==> config.mk <==
export PLATFORM = sky130hd
export DESIGN_NAME = rx_controller
export DESIGN_NICKNAME = d
export VERILOG_FILES = /design/src/rtl/rx_controller.sv
export SDC_FILE = /design/constraint.sdc
export NUM_CORES = 1
export LEC_CHECK = 0
export CAP_MARGIN = 20
export CELL_PAD_IN_SITES_DETAIL_PLACEMENT = 1
export CELL_PAD_IN_SITES_GLOBAL_PLACEMENT = 1
export CORE_MARGIN = 4
export CORE_UTILIZATION = 46
export DETAILED_ROUTE_END_ITERATION = 16
export PLACE_DENSITY = 0.86
export SETUP_SLACK_MARGIN = 0.4
export SYNTH_ARGS = -nofsm -noshare
export SYNTH_HDL_FRONTEND = slang
export SYNTH_SLANG_ARGS = --single-unit
==> constraint.sdc <==
create_clock -name clk_i -period 2.8 [get_ports clk_i]
set_input_delay 0.56 -clock clk_i [delete_from_list [all_inputs] [get_ports clk_i]]
set_output_delay 0.56 -clock clk_i [all_outputs]
set_load 0.02 [all_outputs]
==> src/rtl/rx_controller.sv <==
// rx_controller: sequences UART frontend frames into a first-word-fall-through RX FIFO with status flags and IRQ.
// Optional macro RX_TIMEOUT_EN adds an idle-timeout counter and the rto_o output.
module rx_controller #(
    parameter int FIFO_DEPTH     = 4,
    parameter int CNT_WIDTH      = $clog2(FIFO_DEPTH) + 1,
    parameter int TIMEOUT_CYCLES = 1024
) (
    input  logic                 clk_i,
    input  logic                 rst_ni,
    input  logic                 cr_ds_i,
    input  logic [10:0]          fe_frame_i,
    input  logic                 fe_parity_err_i,
    input  logic                 fe_frame_err_i,
    input  logic                 fe_valid_i,
    input  logic                 rd_i,
    input  logic                 ore_clr_i,
    input  logic                 rxneie_i,
    input  logic                 errie_i,
    output logic [7:0]           rd_data_o,
    output logic                 rxne_o,
    output logic                 rxfull_o,
    output logic [CNT_WIDTH-1:0] count_o,
    output logic                 pe_o,
    output logic                 fe_o,
    output logic                 ore_o,
`ifdef RX_TIMEOUT_EN
    output logic                 rto_o,
`endif
    output logic                 irq_o
);
    localparam int AW = $clog2(FIFO_DEPTH);
    localparam logic [CNT_WIDTH-1:0] DEPTH_C = CNT_WIDTH'(FIFO_DEPTH);
    localparam logic [CNT_WIDTH-1:0] ONE_C = CNT_WIDTH'(1);

    typedef enum logic [1:0] {IDLE, CAPTURE, COMMIT} state_t;

    state_t               state_q;
    logic [7:0]           frame_q;
    logic                 pe_q, fe_q, ore_q;
    logic [9:0]           entry_q;
    logic [CNT_WIDTH-1:0] wr_ptr_q, rd_ptr_q;
    logic [9:0]           mem_q [FIFO_DEPTH];
    logic [9:0]           head;
    logic                 empty, full, push, pop, ovf, rto;
    logic                 unused_frame_bits;

    assign unused_frame_bits = ^fe_frame_i[10:8];
    assign count_o = wr_ptr_q - rd_ptr_q;
    assign empty   = count_o == '0;
    assign full    = count_o == DEPTH_C;
    assign pop     = rd_i & ~empty;
    // A pop in the commit cycle frees a slot, so a full FIFO still accepts the frame.
    assign push    = (state_q == COMMIT) & (~full | pop);
    assign ovf     = ((state_q == COMMIT) & ~push) | (fe_valid_i & (state_q != IDLE));
    assign head    = mem_q[rd_ptr_q[AW-1:0]];

    always_ff @(posedge clk_i or negedge rst_ni) begin
        if (!rst_ni) begin
            state_q  <= IDLE;
            frame_q  <= '0;
            pe_q     <= 1'b0;
            fe_q     <= 1'b0;
            entry_q  <= '0;
            wr_ptr_q <= '0;
            rd_ptr_q <= '0;
            ore_q    <= 1'b0;
        end else begin
            case (state_q)
                IDLE: if (fe_valid_i) begin
                    frame_q <= fe_frame_i[7:0];
                    pe_q    <= fe_parity_err_i;
                    fe_q    <= fe_frame_err_i;
                    state_q <= CAPTURE;
                end
                CAPTURE: begin
                    entry_q <= {fe_q, pe_q, cr_ds_i ? frame_q : {1'b0, frame_q[6:0]}};
                    state_q <= COMMIT;
                end
                default: state_q <= IDLE;
            endcase
            if (push) wr_ptr_q <= wr_ptr_q + ONE_C;
            if (pop) rd_ptr_q <= rd_ptr_q + ONE_C;
            ore_q <= ovf | (ore_q & ~ore_clr_i);
        end
    end

    always_ff @(posedge clk_i) begin
        if (push) mem_q[wr_ptr_q[AW-1:0]] <= entry_q;
    end

`ifdef RX_TIMEOUT_EN
    localparam int TW = $clog2(TIMEOUT_CYCLES + 1);
    localparam logic [TW-1:0] TMAX_C = TW'(TIMEOUT_CYCLES);
    logic [TW-1:0] to_cnt_q;

    always_ff @(posedge clk_i or negedge rst_ni) begin
        if (!rst_ni) to_cnt_q <= '0;
        else if (push | pop | empty) to_cnt_q <= '0;
        else if (to_cnt_q != TMAX_C) to_cnt_q <= to_cnt_q + TW'(1);
    end

    assign rto   = (to_cnt_q == TMAX_C) & ~empty;
    assign rto_o = rto;
`else
    assign rto = 1'b0;
`endif

    assign rxne_o    = ~empty;
    assign rxfull_o  = full;
    assign rd_data_o = empty ? 8'h00 : head[7:0];
    assign pe_o      = ~empty & head[8];
    assign fe_o      = ~empty & head[9];
    assign ore_o     = ore_q;
    assign irq_o     = (rxneie_i & (rxne_o | rto)) | (errie_i & (pe_o | fe_o | ore_o));
endmodule

# == Word level (Yosys, flattened, before mapping) ==
# Memory sizes are Yosys's and may differ from the RTL's.
# Cells that the tools add are included.
# word_totals
memories,1
register_bits,29
word_cells,45
ramBits,40
# mem_list
memory,words,width,rd,rd_clocked_by_memory_dff,wr,line,rtl
mem_q,4,10,1,0,1,42,logic [9:0] mem_q [FIFO_DEPTH];
# classes
n_mux,6
eq_ne,4
bitwise_logic,19
reduce_logical,4
n_addsub,3
# ops
op,n
$mux 8,2
$and 1x1->1,9
$add 3x1->3 const B,2
$or 1x1->1,6
$not 1->1,4
$pmux 2 s2,1
$eq 3x3->1 const B,1
$logic_not 3->1,1
$sub 3x3->3,1
$eq 2x1->1 const B,1
$eq 2x2->1 const B,1
$logic_not 2->1,1
$mux 1,2
$mux 2,1
$ne 2x2->1 const B,1
$reduce_and 2->1,1
$reduce_bool 2->1,1

# == Longest topological paths before layout ==
# Gate-level depths: netlist (run 1).
# depth
word_depth,10
ltp_mapped,7
mapped_depth_nobuf,6

# == Worst setup path before layout (run 1) ==
# No wires, ideal clock.
# synth_path
path_kind,register -> output
startpoint,register wr_ptr_q[0]
endpoint,output port pe_o
t_required_ns,2.240
path_stages_with_launch,8
n_path_buf,1
setup_slack_ns,0.263
arrival_time_ns,1.977
cell_sequence,dfrtp_1 inv_1 ha_1 fa_1 xor3_2 nor2_1 buf_2 nor2b_1
# synth_between
elab_chain_len,4
# synth_lines
item,line,rtl
"start, declared",41,"logic [CNT_WIDTH-1:0] wr_ptr_q, rd_ptr_q;"
"start signal, assigned",81,if (push) wr_ptr_q <= wr_ptr_q + ONE_C;
$sub 3x3->3,48,assign count_o = wr_ptr_q - rd_ptr_q;
net count_o[2],22,"output logic [CNT_WIDTH-1:0] count_o,"
$logic_not 3->1,49,assign empty = count_o == '0;
$not 1->1,111,assign pe_o = ~empty & head[8];
$and 1x1->1,111,
"end, declared",23,"output logic pe_o,"
# The timed path passes the listed nets, and every way through them passes these cells.

# == Worst setup path in the final report (run 1) ==
# layout_path
startpoint,register rd_ptr_q[0]
endpoint,output port fe_o
# layout_between
elab_chain_len,4
elab_cells_between_ends,5
# layout_lines
item,line,rtl
"start, declared",41,
"start signal, assigned",82,if (pop) rd_ptr_q <= rd_ptr_q + ONE_C;
$sub 3x3->3,48,
$logic_not 3->1,49,
$not 1->1,112,assign fe_o = ~empty & head[9];
$and 1x1->1 *,112,
"end, declared",24,"output logic fe_o,"
# Mark *: on every way between the ends. The rest lies on a longest branch, timed or not.

==> impl_metrics.ini, run 1 <==
[clock_tree]
htreeDepth = 3
cts_buffer_depth = 2
numCtsBuffers = 9
clk_pin_slew_ps = 70
insertion_delay_ps = 350
cts_hold_buf = 0
cts_tree = done
clock-root-buffer = clkbuf_8
clock_sinks = 69

[yosys]
syn_avg_cell_area_um2 = 17.6
synth_top_area_cell = edfxtp_1
ys_seq_area_share_pct = 68.0
synthesis.nets = 189
netlist_area_um2 = 2830
yosys.area.top_type_share_pct = 42.4
yosys-top-cells-count = 40 x edfxtp_1, 29 x dfrtp_1, 19 x mux2_2
netlist_instances = 161
synth-async-reset-ratio_pct = 42.0
yosysUniqueCellTypes = 28
synth_most_common_cell = edfxtp_1
synth_ff_type = edfxtp_1
ys_warn_count = 0
ys_top_cells_by_area = edfxtp_1 42%, dfrtp_1 26%, mux4_2 8.0%
synth-seq-cells = 69
synth_edf_count = 40

[route]
vias = 1688
drt_iter0_drc = 148
wire_per_inst_um = 24.1
drcViolationCount = 0
routed_wl_um = 7540
postRouteAntennaNets = 0
vias_per_cell = 5.39
first_pass_iters = 4

[critical_path]
critPathLaunchType = register
reg2regPathDepth = 10
path_buf_inv = 3
worstPathArrival_ps = 2210
path_class = reg2out
worstPathCellList = ha_4, fa_2, nand2_4, nor2_4, buf_6, buf_12, nor2b_1, buf_4
cp_max_fo = 6
path_delay_family = adder cells
end_kind = primary output
slowest_stage = fa_2
worst_path_largest_cell_delay_ps = 560
cp.depth = 8
cp_data_required_time_ps = 2240

[sta]
fin_ws_ps = 32.6
period_needed_ps = 2770
max_freq_mhz = 361
worst_pin_slew_ps = 565
finalCritPeriodShare_pct = 98.8
relSlewSlack_pct = 62.3
finalMaxSlewViolations = 0
hold_viol_final = 0
setup_viol = 0
finalSetupTns_ps = 0
rsz0062_at_grt = true
fin_worst_skew_ps = 7.92

[layout]
n_antenna_cell = 0
nets = 261
drive_above_1_share_pct = 49.2
area_growth_pct = 39.5

[placed_design]
io_buffers = 34
dp_worst_setup_slack_ps = -72.9
hpwl_um = 4370
place_congestion = 0.796

[global_routing]
antenna_found_initial = 0
grt_max_degree = 30
grt_pass1_wl_um = 11000
grt_use_total_pct = 20.9
grt_pass1_vias = 1913
overflow = 0

[floorplan]
ios = 38
coreArea_um2 = 5960
rows = 28
initial_core_util_pct = 47.6
die_area_um2 = 7480
die_y_um = 86.5
die_w_um = 86.5

[job]
cap_violations = 0

[power_and_ir_drop]
power_density_nw_per_um2 = 1500
p_total_mw = 5.91
ir_drop_mv = 0.929
p_leak_nw = 1.56

[worst_hold_path]
hold_path_depth = 1
hold_path_class = reg2reg

[run_status]
status = finished clean
-- state kept, by name, summed over array words and instances (netlist names) --
register / cells
ore_o: 1
state_q: 2
pe_q: 1
entry_q: 10
rd_ptr_q: 3
wr_ptr_q: 3
mem_q: 40
frame_q: 8
fe_q: 1
-- through the flow --
step / hold slack [ps] / util, % / cells / area (um2)
detailed placement: 486 / 57.2 / 277 / 3410
global placement: 465 / 57.2 / 277 / 3410
global route: 520 / 66.3 / 313 / 3950
CTS: 494 / 63.2 / 305 / 3760
floorplan: 264 / - / 161 / 2900
finish: 500 / 66.3 / 313 / 3950
-- worst paths after layout --
path                          endpoint        start  slack, ps
max in group asynchronous   frame_q[2]       rst_ni       1910
max reg2reg                mem_q[2][7]  rd_ptr_q[0]        130
min                        rd_ptr_q[2]  rd_ptr_q[2]        500
min in group asynchronous   entry_q[4]       rst_ni        600
max                               fe_o  rd_ptr_q[0]         30
min reg2reg                rd_ptr_q[2]  rd_ptr_q[2]        500
-- layout make-up --
class,instances,area [um2]
Multi-Input combinational cell,78,1030
Clock inverter,6,53.8
Timing Repair inverter,1,7.51
Clock buffer,10,128
Tap cell,75,93.8
Sequential cell,69,1930
Fill cell,509,2000
Timing Repair Buffer,65,669
Inverter,9,42.5
-- power breakdown --
group	switching, mW	total (mW)	internal, mW
sequential	0.215	1.61	1.39
clock	0.364	0.765	0.401
combinational	1.66	3.54	1.88
total	2.24	5.91	3.67
-- layer usage --
metal	part of all wire [%]	track usage, %	vias up
li1	-	-	747
met1	39	24.8	884
met2	55	36.4	47
met3	3.6	4.66	10
met4	1.9	8.78	0
met5	0	0	-
-- kinds of logic after synthesis --
family / share of synthesized area (%)
muxes: 16.4
xor gates and xnor gates: 2.12
adders and majority gates: 3.36
DFF: 68.0
and+or+nand+nor: 5.12
AOI/OAI and AO/OA: 2.96
buffers and inverters: 1.99
-- what timing repair did --
item,in CTS,in global routing
cloned,5,0
setup buffers,7,8
resized for setup,104,30
pin swaps,6,8
setup endpoints to repair,56,60
-- placed cells by master (no fill, tap or decap), drive strengths merged --
master and count:
buf 46, edfxtp 40, dfrtp 29, mux2 21
clkdlybuf4s50 19, nor2b 11, mux4 10, clkbuf 10
inv 7, ha 6, clkinv 5, and2 4
nand2 4, xnor2 4, clkinvlp 3, nor2 3
o21ai 3, nand2b 2, a41oi 2, xor3 1
nand3b 1, a41o 1, o22ai 1, o221ai 1
nand3 1, o211ai 1, fa 1, bufinv 1
Note: power is estimated with default switching activity, not from simulation.
==> run 2, diff against run 1 <==
==> constraint.sdc (replaced) <==
create_clock -name clk_i -period 2.8 [get_ports clk_i]
set_input_delay 0.56 -clock clk_i [delete_from_list [all_inputs] [get_ports clk_i]]
set_output_delay 0.56 -clock clk_i [all_outputs]
set_load 0.005 [all_outputs]
==> impl_metrics.ini, run 2 (same netlist as run 1, synthesis figures left out) <==
[layout]
area_growth_pct = 31.4
n_antenna_cell = 0
final_common_cell = edfxtp_1
drive_above_1_share_pct = 46.4
mostFrequentLayoutCells = 40 x edfxtp_1, 29 x dfrtp_1, 19 x mux2_2, 19 x clkdlybuf4s50_1, 18 x buf_6
final_area_um2 = 3720
utilization_pct = 62.5
largest_reg_flops = 40
nets = 260
finalNonFillerCells = 312
fillers = 553

[sta]
finalSetupTns_ps = 0
fin_worst_skew_ps = 11.1
finalCritPeriodShare_pct = 99.2
max_freq_mhz = 360
finalMaxSlewViolations = 0
worst_pin_slew_ps = 593
period_needed_ps = 2780
rsz0062_at_grt = true
fin_ws_ps = 22.3
hold_viol_final = 0
holdWs_ps = 501
relSlewSlack_pct = 60.5
setup_viol = 0

[critical_path]
cp_data_required_time_ps = 2240
critPathLaunchType = register
path_class = reg2out
worstPathArrival_ps = 2220
cp_max_fo = 6
end_kind = primary output

[global_routing]
overflow = 0
grt_max_degree = 30
antenna_found_initial = 0
grt_use_total_pct = 21.9
grt_pass1_vias = 1961
grt_pass1_wl_um = 11600

[power_and_ir_drop]
power_density_nw_per_um2 = 1280
power_switching_mw = 1.69
ir_drop_mv = 0.661
pwr-share-comb_pct = 51.2
p_total_mw = 4.76
p_int_mw = 3.07
switching_share_pct = 35.5
p_leak_nw = 1.46
p_clk_share_pct = 15.1
seqPwrFrac_pct = 33.7

[clock_tree]
htreeDepth = 3
clock-root-buffer = clkbuf_8
cts_buffer_depth = 2
cts_hold_buf = 0
clk_pin_slew_ps = 70
numCtsBuffers = 9
clock_sinks = 69
insertion_delay_ps = 340
cts_tree = done

[route]
first_pass_iters = 4
vias = 1709
drcViolationCount = 0
routed_wl_um = 7550
wire_per_inst_um = 24.2
vias_per_cell = 5.48
drt_iter0_drc = 152
postRouteAntennaNets = 0

[floorplan]
die_area_um2 = 7480
ios = 38
die_w_um = 86.5
die_y_um = 86.5
initial_core_util_pct = 47.6
coreArea_um2 = 5960
rows = 28

[placed_design]
dp_worst_setup_slack_ps = -68.4
hpwl_um = 4270
io_buffers = 34
place_congestion = 0.734
dp.cells = 275
place_area_um2 = 3320

[worst_hold_path]
hold_path_class = reg2reg

[run_status]
status = finished clean

[job]
cap_violations = 0
-- run 2: cell count changes in the layout (fill, tap and decap cells not counted), moves of 3 or more --
cell,before,now
buf_2,0,12
inv_2,1,4
buf_4,17,13
nor2b_1,1,8
clkinv_1,3,0
nor2b_4,10,1
buf_6,27,18
-- run 2: power groups by stage --
stage               clock network [mW]  registers, mW  logic (mW)
global placement                     0           1.56        1.70
finish                           0.717           1.60        2.44
CTS                              0.724           1.59        2.27
global route                     0.780           1.63        2.58
floorplan                            0           1.53       0.937
detailed placement                   0           1.61        1.83
-- run 2: critical path, stage by stage, from the launching register on --
cell	delay, ps
dfrtp_1	420
ha_4	190
fa_2	380
xor3_2	300
buf_4	170
buf_4	160
dlygate4sd2_1	270
-- run 2: final cells by class --
type,count,area (um2),area share (%)
sequential,69,1930,51.8
multi-input combinational,78,917,24.6
timing repair buffer,64,564,15.2
clock buffer,10,138,3.70
tap,75,93.8,2.52
clock inverter,6,37.5,1.01
inverter,9,37.5,1.01
timing repair inverter,1,7.51,0.202
-- run 2: timing repair --
| action | CTS | global route |
|---|---|---|
| cloned | 5 | 0 |
| buffers inserted | 14 | 2 |
| setup endpoints to repair | 55 | 59 |
| gates resized for setup | 93 | 10 |
| hold endpoints to repair | 0 | 0 |
| pin swaps | 7 | 8 |
-- run 2: final timing paths --
path / endpoint / start / slack (ps) / cells after the start
worst max-delay path: count_o[2] / rd_ptr_q[0] / 20 / 6
worst min-delay path: rd_ptr_q[2] / rd_ptr_q[2] / 500 / 1
worst max register to register: wr_ptr_q[1] / rd_ptr_q[0] / 330 / 9
worst min register to register: rd_ptr_q[2] / rd_ptr_q[2] / 500 / 1
max in group asynchronous: rd_ptr_q[0] / rst_ni / 1890 / 2
min in group asynchronous: entry_q[1] / rst_ni / 630 / 2
-- run 2: routing by layer --
| layer | up-vias | wire, um | track usage (%) |
|---|---|---|---|
| li1 | 739 | - | - |
| met1 | 888 | 2790 | 25.4 |
| met2 | 66 | 4200 | 39.8 |
| met3 | 16 | 340 | 3.80 |
| met4 | 0 | 225 | 8.78 |
| met5 | - | 0 | 0 |
==> run 3, diff against run 2 <==
Settings changed: CAP_MARGIN 20 to not set.
==> results of run 3 <==
Same layout as run 2: the final DEF is identical, and so are final timing and power.
